<file path="src/rtl/mdu_seq.sv">
// Iterative multiply/divide sequencer owning HI/LO: one shift/add or shift/subtract step per cycle,
// with MTHI/MTLO completing as single-cycle writes.
module mdu_seq #(
  parameter int unsigned WIDTH = 32,
  parameter int unsigned CNT_W = 5
) (
  input  logic             clk,
  input  logic             rst_n,
  input  logic             req_valid,
  input  logic [2:0]       req_op,
  input  logic [WIDTH-1:0] req_x,
  input  logic [WIDTH-1:0] req_y,
  output logic             req_ready,
  input  logic             flush,
  output logic             busy,
  output logic             done,
  output logic             div_by_zero,
  output logic [WIDTH-1:0] hi,
  output logic [WIDTH-1:0] lo
);

  typedef enum logic [1:0] {IDLE, CALC, FIX} state_e;

  localparam logic [2:0] OP_MULT  = 3'd0;
  localparam logic [2:0] OP_MULTU = 3'd1;
  localparam logic [2:0] OP_DIV   = 3'd2;
  localparam logic [2:0] OP_DIVU  = 3'd3;
  localparam logic [2:0] OP_MTHI  = 3'd4;
  localparam logic [2:0] OP_MTLO  = 3'd5;

  state_e             state_q, state_d;
  logic [CNT_W-1:0]   cnt_q, cnt_d;
  logic [2*WIDTH-1:0] acc_q, acc_d;
  logic [WIDTH-1:0]   opb_q, opb_d;
  logic [WIDTH-1:0]   hi_q, hi_d, lo_q, lo_d;
  logic               is_div_q, is_div_d;
  logic               neg_q, neg_d;
  logic               sx_q, sx_d;
  logic               dbz_flag_q, dbz_flag_d;
  logic               done_q, done_d;
  logic               dbz_q, dbz_d;
  logic               ready_q, ready_d;
  logic               busy_q, busy_d;

  logic               op_signed, op_div;
  logic [WIDTH-1:0]   x_abs, y_abs;
  logic [WIDTH:0]     mul_sum;
  logic [WIDTH:0]     rem_sh;
  logic [WIDTH+1:0]   div_diff;
  logic               div_ok;
  logic [WIDTH-1:0]   rem_new;
  logic [2*WIDTH-1:0] prod_fix;
  logic [WIDTH-1:0]   quot_fix, rem_fix;

  // Next-state, datapath step and output computation
  always_comb begin
    op_signed = (req_op == OP_MULT) || (req_op == OP_DIV);
    op_div    = (req_op == OP_DIV) || (req_op == OP_DIVU);
    // Magnitude of the most negative value wraps to itself, which is correct read as unsigned
    x_abs     = (op_signed && req_x[WIDTH-1]) ? WIDTH'(-req_x) : req_x;
    y_abs     = (op_signed && req_y[WIDTH-1]) ? WIDTH'(-req_y) : req_y;

    mul_sum   = acc_q[0] ? ({1'b0, acc_q[2*WIDTH-1:WIDTH]} + {1'b0, opb_q})
                         : {1'b0, acc_q[2*WIDTH-1:WIDTH]};

    rem_sh    = acc_q[2*WIDTH-1:WIDTH-1];
    div_diff  = {1'b0, rem_sh} - {2'b00, opb_q};
    div_ok    = ~div_diff[WIDTH+1];
    rem_new   = div_ok ? div_diff[WIDTH-1:0] : rem_sh[WIDTH-1:0];

    prod_fix  = neg_q ? (2*WIDTH)'(-acc_q) : acc_q;
    quot_fix  = neg_q ? WIDTH'(-acc_q[WIDTH-1:0]) : acc_q[WIDTH-1:0];
    rem_fix   = sx_q ? WIDTH'(-acc_q[2*WIDTH-1:WIDTH]) : acc_q[2*WIDTH-1:WIDTH];

    state_d    = state_q;
    cnt_d      = cnt_q;
    acc_d      = acc_q;
    opb_d      = opb_q;
    hi_d       = hi_q;
    lo_d       = lo_q;
    is_div_d   = is_div_q;
    neg_d      = neg_q;
    sx_d       = sx_q;
    dbz_flag_d = dbz_flag_q;
    done_d     = 1'b0;
    dbz_d      = 1'b0;

    unique case (state_q)
      IDLE: begin
        if (req_valid && !flush) begin
          unique case (req_op)
            OP_MULT, OP_MULTU, OP_DIV, OP_DIVU: begin
              acc_d      = op_div ? {{WIDTH{1'b0}}, x_abs} : {{WIDTH{1'b0}}, y_abs};
              opb_d      = op_div ? y_abs : x_abs;
              is_div_d   = op_div;
              sx_d       = op_signed & req_x[WIDTH-1];
              neg_d      = op_signed & (req_x[WIDTH-1] ^ req_y[WIDTH-1]);
              dbz_flag_d = op_div && (req_y == '0);
              cnt_d      = CNT_W'(WIDTH - 1);
              state_d    = CALC;
            end
            OP_MTHI: hi_d = req_x;
            OP_MTLO: lo_d = req_x;
            default: ;
          endcase
        end
      end
      CALC: begin
        if (flush) begin
          state_d = IDLE;
        end else begin
          acc_d = is_div_q ? {rem_new, acc_q[WIDTH-2:0], div_ok}
                           : {mul_sum, acc_q[WIDTH-1:1]};
          if (cnt_q == '0) state_d = FIX;
          else             cnt_d = cnt_q - CNT_W'(1);
        end
      end
      FIX: begin
        state_d = IDLE;
        if (!flush) begin
          if (is_div_q) begin
            lo_d = quot_fix;
            hi_d = rem_fix;
          end else begin
            {hi_d, lo_d} = prod_fix;
          end
          done_d = 1'b1;
          dbz_d  = dbz_flag_q;
        end
      end
      default: state_d = IDLE;
    endcase

    ready_d = (state_d == IDLE);
    busy_d  = (state_d != IDLE);
  end

  always_ff @(posedge clk or negedge rst_n) begin
    if (!rst_n) begin
      state_q    <= IDLE;
      cnt_q      <= '0;
      acc_q      <= '0;
      opb_q      <= '0;
      hi_q       <= '0;
      lo_q       <= '0;
      is_div_q   <= 1'b0;
      neg_q      <= 1'b0;
      sx_q       <= 1'b0;
      dbz_flag_q <= 1'b0;
      done_q     <= 1'b0;
      dbz_q      <= 1'b0;
      ready_q    <= 1'b1;
      busy_q     <= 1'b0;
    end else begin
      state_q    <= state_d;
      cnt_q      <= cnt_d;
      acc_q      <= acc_d;
      opb_q      <= opb_d;
      hi_q       <= hi_d;
      lo_q       <= lo_d;
      is_div_q   <= is_div_d;
      neg_q      <= neg_d;
      sx_q       <= sx_d;
      dbz_flag_q <= dbz_flag_d;
      done_q     <= done_d;
      dbz_q      <= dbz_d;
      ready_q    <= ready_d;
      busy_q     <= busy_d;
    end
  end

  assign req_ready   = ready_q;
  assign busy        = busy_q;
  assign done        = done_q;
  assign div_by_zero = dbz_q;
  assign hi          = hi_q;
  assign lo          = lo_q;

endmodule
</file>
<file path="config.mk">
export PLATFORM = sky130hd
export DESIGN_NAME = mdu_seq
export DESIGN_NICKNAME = d
export VERILOG_FILES = /design/src/rtl/mdu_seq.sv
export SDC_FILE = /design/constraint.sdc
export NUM_CORES = 1
export LEC_CHECK = 0
export CELL_PAD_IN_SITES_DETAIL_PLACEMENT = 1
export CELL_PAD_IN_SITES_GLOBAL_PLACEMENT = 1
export CORE_AREA = 4 4 168 203
export CTS_BUF_LIST = sky130_fd_sc_hd__clkbuf_2
export DETAILED_ROUTE_END_ITERATION = 8
export DIE_AREA = 0 0 172 207
export GPL_TIMING_DRIVEN = 1
export MAX_ROUTING_LAYER = met4
export PLACE_DENSITY = 0.92
export SETUP_SLACK_MARGIN = 0.02
export SYNTH_ARGS = -nofsm -noshare
export SYNTH_HDL_FRONTEND = slang
export SYNTH_SLANG_ARGS = --single-unit
</file>
<file path="constraint.sdc">
create_clock -name clk -period 6.9 [get_ports clk]
set_clock_uncertainty 0.2 [all_clocks]
set_input_delay 1.38 -clock clk [delete_from_list [all_inputs] [get_ports clk]]
set_output_delay 1.38 -clock clk [all_outputs]
set_load 0.03 [all_outputs]
</file>
# Yosys cells after proc, flatten, opt, wreduce, memory -nomap -nowiden
# Index checks and enable logic that the tools add are counted.
# word_totals
reg_bits	175
inputBits	71
out_inout_bits	68
wordCells	99
# op_classes
add_sub_neg	8
eq_ne	14
n_mux	38
n_bitwise	4
n_reduce_logical	21
# op_table
cell	n
$mux 32	15
$mux 64	5
$neg 32->32	4
$pmux 32 s2	2
$pmux 64 s2	1
$neg 64->64	1
$sub 33x32->34	1
$add 32x32->33	1
$mux 33	1
$logic_not 32->1	1
$mux 5	4
$reduce_and 4->1	3
$pmux 5 s2	1
$mux 2	4
$ne 2x2->1 const B	4
$eq 3x2->1 const B	2
$eq 3x3->1 const B	2
$ne 2x1->1 const B	3
$reduce_bool 2->1	3
$logic_not 5->1	1
$reduce_and 5->1	1
$sub 5x1->5 const B	1
$logic_and 1x1->1	4
$logic_not 2->1	2
other kinds (13)	18

# Logic depth before layout (Yosys ltp)
# Gate-level depths: netlist of the first run.
# depth
depth_word	8
depth_mapped	15
depth_no_buf	14

# Worst setup path before layout of the first run
# No wires, ideal clock.
# synth_timing
path_kind	in2reg
start	in req_y[5]
end	reg opb_q[26]
setup_time_ns	0.130
t_arrival_ns	3.512
t_required_ns	6.570
path_slack_ns	3.058
path_stages	10
n_path_buf	0
path_cell_list	or4_1 nor4b_1 nand2_1 nor2_1 nand2_1 o31ai_1 xor2_1 nand2_1 o211ai_1 o21ai_0
# synth_via
elab_chain_cells	3
# synth_lines
element	line_no	text
start, declared	12	input logic [WIDTH-1:0] req_y,
$neg 32->32	61	y_abs = (op_signed && req_y[WIDTH-1]) ? WIDTH'(-req_y) : req_y;
$mux 32	61	
$mux 32	94	opb_d = op_div ? y_abs : x_abs;
end signal, assigned	158	opb_q <= opb_d;
end, declared	34	logic [WIDTH-1:0] opb_q, opb_d;
# Every way passes these cells.
# A chain may end at the register's enable or synchronous reset.

# Worst setup path in the final report of the first run
# layout_timing
start	reg opb_q[8]
end	reg acc_q[37]
# layout_via
elab_chain_cells	5
# layout_lines
element	line_no	text
$sub 33x32->34	67	div_diff = {1'b0, rem_sh} - {2'b00, opb_q};
$mux 32	69	rem_new = div_ok ? div_diff[WIDTH-1:0] : rem_sh[WIDTH-1:0];
$mux 64	112	acc_d = is_div_q ? {rem_new, acc_q[WIDTH-2:0], div_ok}
$mux 64	109	if (flush) begin
$pmux 64 s2	88	unique case (state_q)
end signal, assigned	142	acc_q <= '0;
end signal, assigned	157	acc_q <= acc_d;
end, declared	33	logic [2*WIDTH-1:0] acc_q, acc_d;
# Every way passes these cells. The select of a mux whose other input is x is not followed.

==> impl_metrics.json, run 1 <==
{
  "fillcell_total": 3959,
  "placed_cell_area_um2": 16800,
  "placement.io_buffers": 138,
  "synthesis.instances": 1992,
  "timing_worst_slew_pin_value_ps": 1010,
  "design_area_um2": 17100,
  "postSynth.asyncResetShare": 1.00,
  "status": "completed",
  "grtUsageMet2": 0.595,
  "timing.critical_path.slowest_cell_delay_ps": 690,
  "drtPass1Iterations": 6,
  "nNetsFinal": 2170,
  "layout_worst_path_cycle_share": 0.730,
  "synth_nets": 2134,
  "clk_root_buffer_cell": "clkbuf_2",
  "finalSetupViolations": 0,
  "hold_viol_final": 0,
  "comb_power_share": 0.625,
  "finalSetupTns_ps": 0,
  "grt_max_degree": 112,
  "rows": 72,
  "busiest_layer": "met2",
  "pwr_density_cell_nw_per_um2": 407,
  "gp_routability_congestion": 1.01,
  "cts_num_sinks": 175,
  "global_route_usage_over_all_layers": 0.380,
  "cp.arrival_ps": 5700,
  "cts.htree.levels": 4,
  "floorplan.die.width_um": 172,
  "synth-main-ff-cell": "dfrtp_1",
  "placedCellCount": 2416,
  "met3_usage": 0.0666,
  "ctsHoldBuffers": 0,
  "clk-insertion-delay-late_ps": 910,
  "total_power_mw": 6.96,
  "timing.final.max_slew_violations": 0,
  "area.growth.synth_to_final_pct": 12.1,
  "share_seq_of_total_power": 0.282,
  "maxCapViolations": 0,
  "drcViolationCount": 0,
  "grt_first_pass_wirelength_um": 102000,
  "syn_area_per_cell_um2": 7.67,
  "multiInputGateArea_um2": 10100,
  "clock_tree_from_tritoncts": "done",
  "cts_repair_resize_count": 0,
  "numCtsBuffers": 17,
  "routed-via-count": 16300,
  "synth_seq_area_share": 0.287,
  "global_route.usage.met1": 0.450,
  "routed_via_density": 6.64,
  "master_of_the_slowest_instance_on_the_critical_path": "a21oi_4",
  "area_of_the_die_um2": 35600,
  "wl_um": 67200,
  "final_cells": 2454,
  "clock_share_of_power": 0.093,
  "worstPathRequired_ps": 7560,
  "critical_path.startpoint": "opb_q[8]",
  "synth_edf_count": 0,
  "net-switching-power_mw": 3.79,
  "boundaryPins": 139,
  "finish.utilization": 0.534,
  "postCtsSetupBuffers": 0,
  "clock.fmax_mhz": 199,
  "leakagePower_nw": 7.25,
  "grt_pass1_vias": 16800,
  "leading_cell_types_in_the_layout_fill_and_taps_excluded": "228 x nand2_1, 221 x nor2_1, 193 x a21oi_1",
  "critical_path_peak_fanout": 30,
  "detailed_router_s_first_iteration_violation_count": 1862,
  "vdd.ir_drop.worst_v": 0.000179,
  "starting_density": 0.476,
  "clock_buffer_depth": 2,
  "netlist_area_um2": 15300,
  "ys.warnings.count": 0,
  "core_um2": 32100,
  "grt-ovfl-total": 0,
  "critPathLaunchType": "flop",
  "timing.critical_path.cells": "inv_1, ha_1, a2111oi_0, o21ai_0, and2_1, a2111o_1, a21oi_1, nor2_1, a21oi_4, buf_4, a211oi_1, a211o_1, a32o_1",
  "antenna_left": 0,
  "sw_frac_of_total": 0.545,
  "placed_wire_length_estimate_um": 51100,
  "antenna_found_initial": 5,
  "critical_path.endpoint_type": "flop",
  "wl_per_cell_um": 27.4,
  "clk_pin_slew_worst_paths_ps": 360,
  "drive_above_1_share": 0.0436,
  "min_period_ps": 5040,
  "die_height_um": 207,
  "rsz_0062_raised_after_global_routing": "no",
  "timing.slew.headroom": 0.326,
  "criticalPathCategory": "reg -> reg",
  "netlist-cell-type-count": 80,
  "intPower_mw": 3.17,
  "timing.rr.start": "opb_q[8]",
  "layout.cells.most_common": "nand2_1",
  "ff_latch_area_um2": 4380,
  "min_path_type": "in -> async",
  "synth-seq-cells": 175
}
==> logic make-up (layout without fill, tap and decap cells) <==
kind of cell             after synthesis  in the layout  share of synthesized area
AND/OR/NAND/NOR                      675            675                      0.202
AO/OA/AOI/OAI                        628            628                      0.259
buffers and inverters                207            256                     0.0516
flip-flops                           175            175                      0.287
XOR/XNOR                             168            168                     0.0963
adder cells (fa/ha/maj)               71             71                     0.0592
multiplexers                          68             68                     0.0448
other                                  0              6                          0
==> cell type report <==
type	instances	share of cell area
clock inverter	15	0.0114
antenna	6	0.000877
tap	407	0.0298
sequential	175	0.256
timing repair buffer	158	0.0900
clock buffer	17	0.00497
multi-input combinational	1610	0.593
inverter	66	0.0145
==> power by group through the flow <==
stage	Clock (mW)	Combinational [mW]	Sequential [mW]
2_1_floorplan	0	2.98	1.75
3_3_place_gp	0	4.07	1.93
3_5_place_dp	0	4.24	1.95
4_1_cts	0.640	4.27	1.93
5_1_grt	0.690	4.72	1.98
6_report	0.650	4.35	1.96
==> path summary, 6_finish.rpt <==
check	to	slack, ps	cells after the start
worst max-delay path	acc_q[37]	1860	13
worst min-delay path	lo[6]	180	1
worst max register to register	acc_q[37]	1860	13
worst min register to register	state_q[1]	300	1
max in group asynchronous	is_div_q	5120	2
min in group clk	state_q[1]	300	1
==> cell usage after synthesis (all sizes together), types with 22 or more instances <==
library cell / count / area share
a21o: 34 / 0.017
a21oi: 195 / 0.064
a31oi: 25 / 0.010
buf: 22 / 0.0061
clkbuf: 119 / 0.029
dfrtp: 174 / 0.29
ha: 69 / 0.057
inv: 66 / 0.016
mux2i: 65 / 0.043
nand2: 228 / 0.056
nand3: 31 / 0.010
nor2: 221 / 0.054
nor3: 47 / 0.015
o211ai: 29 / 0.014
o21ai: 162 / 0.054
o31ai: 39 / 0.019
xnor2: 94 / 0.054
xor2: 74 / 0.042
==> stage by stage <==
stage          hold slack (ps)  setup WS [ps]
2_1_floorplan              240           3060
3_3_place_gp               258           2050
3_5_place_dp               271           1970
4_1_cts                    234           1990
5_1_grt                    205           1650
6_report                   176           1860
==> worst max-delay path, delay by kind of cell, from the launching register on <==
kind	cells	cell delay, ps
AO/OA/AOI/OAI	8	2670
adder cells (fa/ha/maj)	1	410
buffers and inverters	2	690
flip-flops	1	620
AND/OR/NAND/NOR	2	370
==> registers in the layout (all words and copies together), names as in the netlist <==
| name | cells |
|---|---|
| acc_q | 64 |
| busy | 1 |
| done | 1 |
| state_q | 2 |
| is_div_q | 1 |
| cnt_q | 5 |
| lo | 32 |
| hi | 32 |
| sx_q | 1 |
| opb_q | 32 |
| div_by_zero | 1 |
| req_ready | 1 |
| neg_q | 1 |
| dbz_flag_q | 1 |
==> metal layers <==
| layer | vias to the layer above | wire length (µm) |
|---|---|---|
| met5 | - | 0 |
| met4 | 0 | 5430 |
| met2 | 820 | 31200 |
| li1 | 7204 | - |
| met1 | 7989 | 25700 |
| met3 | 270 | 4910 |
(Power assumes the default switching activity.)
==> inputs of run 2 (changes only) <==
--- a/config.mk
+++ b/config.mk
@@ -7,13 +7,13 @@
 export LEC_CHECK = 0
 export CELL_PAD_IN_SITES_DETAIL_PLACEMENT = 1
 export CELL_PAD_IN_SITES_GLOBAL_PLACEMENT = 1
-export CORE_AREA = 4 4 168 203
+export CORE_AREA = 4 4 174 209
 export CTS_BUF_LIST = sky130_fd_sc_hd__clkbuf_2
 export DETAILED_ROUTE_END_ITERATION = 8
-export DIE_AREA = 0 0 172 207
+export DIE_AREA = 0 0 178 213
 export GPL_TIMING_DRIVEN = 1
 export MAX_ROUTING_LAYER = met4
-export PLACE_DENSITY = 0.92
+export PLACE_DENSITY = 0.87
 export SETUP_SLACK_MARGIN = 0.02
 export SYNTH_ARGS = -nofsm -noshare
 export SYNTH_HDL_FRONTEND = slang
==> constraint.sdc (replaced) <==
create_clock -name clk -period 4.65 [get_ports clk]
set_clock_uncertainty 0.2 [all_clocks]
set_input_delay 0.93 -clock clk [delete_from_list [all_inputs] [get_ports clk]]
set_output_delay 0.93 -clock clk [all_outputs]
set_load 0.03 [all_outputs]
==> impl_metrics.json, run 2 (synthesis gave the netlist of run 1 again) <==
{
  "finish.utilization": 0.512,
  "timing_worst_slew_pin_value_ps": 1040,
  "cts_num_sinks": 175,
  "leakagePower_nw": 7.48,
  "clock_tree_from_tritoncts": "done",
  "status": "completed",
  "layout_worst_path_cycle_share": 0.920,
  "worst_slack_ps": 373,
  "rows": 74,
  "core_um2": 34200,
  "global_route_usage_over_all_layers": 0.365,
  "detailed_router_s_first_iteration_violation_count": 1446,
  "boundaryPins": 139,
  "wl_per_cell_um": 26.8,
  "rrSetupSlack_ps": 370,
  "numCtsBuffers": 17,
  "final_cells": 2544,
  "finalSetupTns_ps": 0,
  "finalSetupViolations": 0,
  "hold_viol_final": 0,
  "nNetsFinal": 2214,
  "criticalPathCategory": "reg -> reg",
  "floorplan.die.width_um": 178,
  "placedCellCount": 2508,
  "vdd.ir_drop.worst_v": 0.000290,
  "master_of_the_slowest_instance_on_the_critical_path": "o311ai_0",
  "largest_register_ffs": 64,
  "critical_path.endpoint_type": "flop",
  "layout.cells.most_common": "nand2_1",
  "wl_um": 68300,
  "routed_via_density": 6.41,
  "cts_repair_resize_count": 0,
  "drive_above_1_share": 0.0633,
  "clock_buffer_depth": 2,
  "antenna_left": 0,
  "starting_density": 0.447,
  "pwr_density_cell_nw_per_um2": 602,
  "antenna_found_initial": 2,
  "critical_path_peak_fanout": 3,
  "top_register": "acc_q",
  "timing.critical_path.cells": "inv_1, ha_1, inv_1, fa_1, a211oi_1, o21bai_1, o2111ai_1, a21oi_1, o21ai_0, a21oi_1, o311ai_0, a21boi_0, o31a_1, a31oi_1",
  "clk_pin_slew_worst_paths_ps": 330,
  "placed_wire_length_estimate_um": 53000,
  "min_path_type": "reg -> reg",
  "worstPathRequired_ps": 5340,
  "clk-insertion-delay-late_ps": 940,
  "leading_cell_types_in_the_layout_fill_and_taps_excluded": "228 x nand2_1, 221 x nor2_1, 193 x a21oi_1",
  "fin_hold_ws_ps": 313,
  "postCtsSetupBuffers": 0,
  "grt_first_pass_wirelength_um": 102000,
  "timing.final.max_slew_violations": 0,
  "cp.arrival_ps": 4970,
  "drcViolationCount": 0,
  "clock.fmax_mhz": 234,
  "dp_slack_ps": 270,
  "cts.htree.levels": 4,
  "routed-via-count": 16300,
  "grt-ovfl-total": 0,
  "critPathTopFamily": "compound AO/OA/AOI/OAI gates",
  "critPathLaunchType": "flop",
  "gp_routability_congestion": 1.01,
  "grt_pass1_vias": 16800,
  "drtPass1Iterations": 5,
  "die_height_um": 213,
  "timing.slew.headroom": 0.306,
  "clk_root_buffer_cell": "clkbuf_2",
  "timing.critical_path.slowest_cell_delay_ps": 570,
  "grt_max_degree": 89,
  "critPathBufInv": 2,
  "min_period_ps": 4280,
  "rsz_0062_raised_after_global_routing": "no",
  "placement.io_buffers": 138,
  "maxCapViolations": 0,
  "area.growth.synth_to_final_pct": 14.6,
  "area_of_the_die_um2": 37900
}
## run 2: final cells by class
class | instances | area, µm²
multi-input cells | 1610 | 10100
diodes | 3 | 7.51
well taps | 456 | 571
clock buffers | 17 | 85.1
clock inverters | 15 | 188
fillers | 4178 | 16700
inverters | 66 | 248
flip-flops and latches | 175 | 4380
repair buffers | 202 | 1890
## run 2: power by group
| part | leakage [nW] | switching [mW] | total [mW] | internal (mW) |
|---|---|---|---|---|
| clock | 0.162 | 0.725 | 0.965 | 0.240 |
| combinational | 5.15 | 4.27 | 6.95 | 2.69 |
| sequential | 2.17 | 0.666 | 2.61 | 1.95 |
## run 2: worst paths after layout
path | start | to | cells past startpoint
worst max-delay path | acc_q[31] | acc_q[62] | 14
worst min-delay path | cnt_q[4] | state_q[1] | 1
worst max register to register | acc_q[31] | acc_q[62] | 14
worst min register to register | cnt_q[4] | state_q[1] | 1
max in group asynchronous | rst_n | opb_q[15] | 3
min in group asynchronous | rst_n | hi[8] | 2
## run 2: worst reg2reg max path: stages (launching register included)
cell and delay, ps:
dfrtp_1 460, inv_1 70, ha_1 160, inv_1 50, fa_1 420, a211oi_1 320
o21bai_1 180, o2111ai_1 310, a21oi_1 170, o21ai_0 440, a21oi_1 210, o311ai_0 570
a21boi_0 180, o31a_1 290, a31oi_1 180
## run 2: through the flow
stage / instance area [µm²] / power (mW)
after floorplan: 15300 / 7.02
after global placement: 17200 / 9.18
after detailed placement: 17200 / 9.43
after CTS: 17500 / 10.4
after global routing: 17500 / 11.2
final: 17500 / 10.5
## run 2: routing by layer
layer  vias up  global-route usage  share of wire
met5         -                   -              0
met4         0               0.223          0.073
met3       236              0.0448          0.055
met1      8106               0.430           0.39
li1       7295                   -              -
met2       677               0.596           0.48
## run 2: timing repair
| action | in CTS | in global routing |
|---|---|---|
| endpoints found under the setup margin | 0 | 0 |
| hold endpoints to repair | 85 | 0 |
| hold buffers | 1 | 0 |
==> inputs of run 3 (changes only) <==
--- a/config.mk
+++ b/config.mk
@@ -15,6 +15,7 @@
 export MAX_ROUTING_LAYER = met4
 export PLACE_DENSITY = 0.87
 export SETUP_SLACK_MARGIN = 0.02
+export SLEW_MARGIN = 10
 export SYNTH_ARGS = -nofsm -noshare
 export SYNTH_HDL_FRONTEND = slang
 export SYNTH_SLANG_ARGS = --single-unit
==> results of run 3 <==
Same layout as run 2: the final DEF is identical, and so are final timing and power.
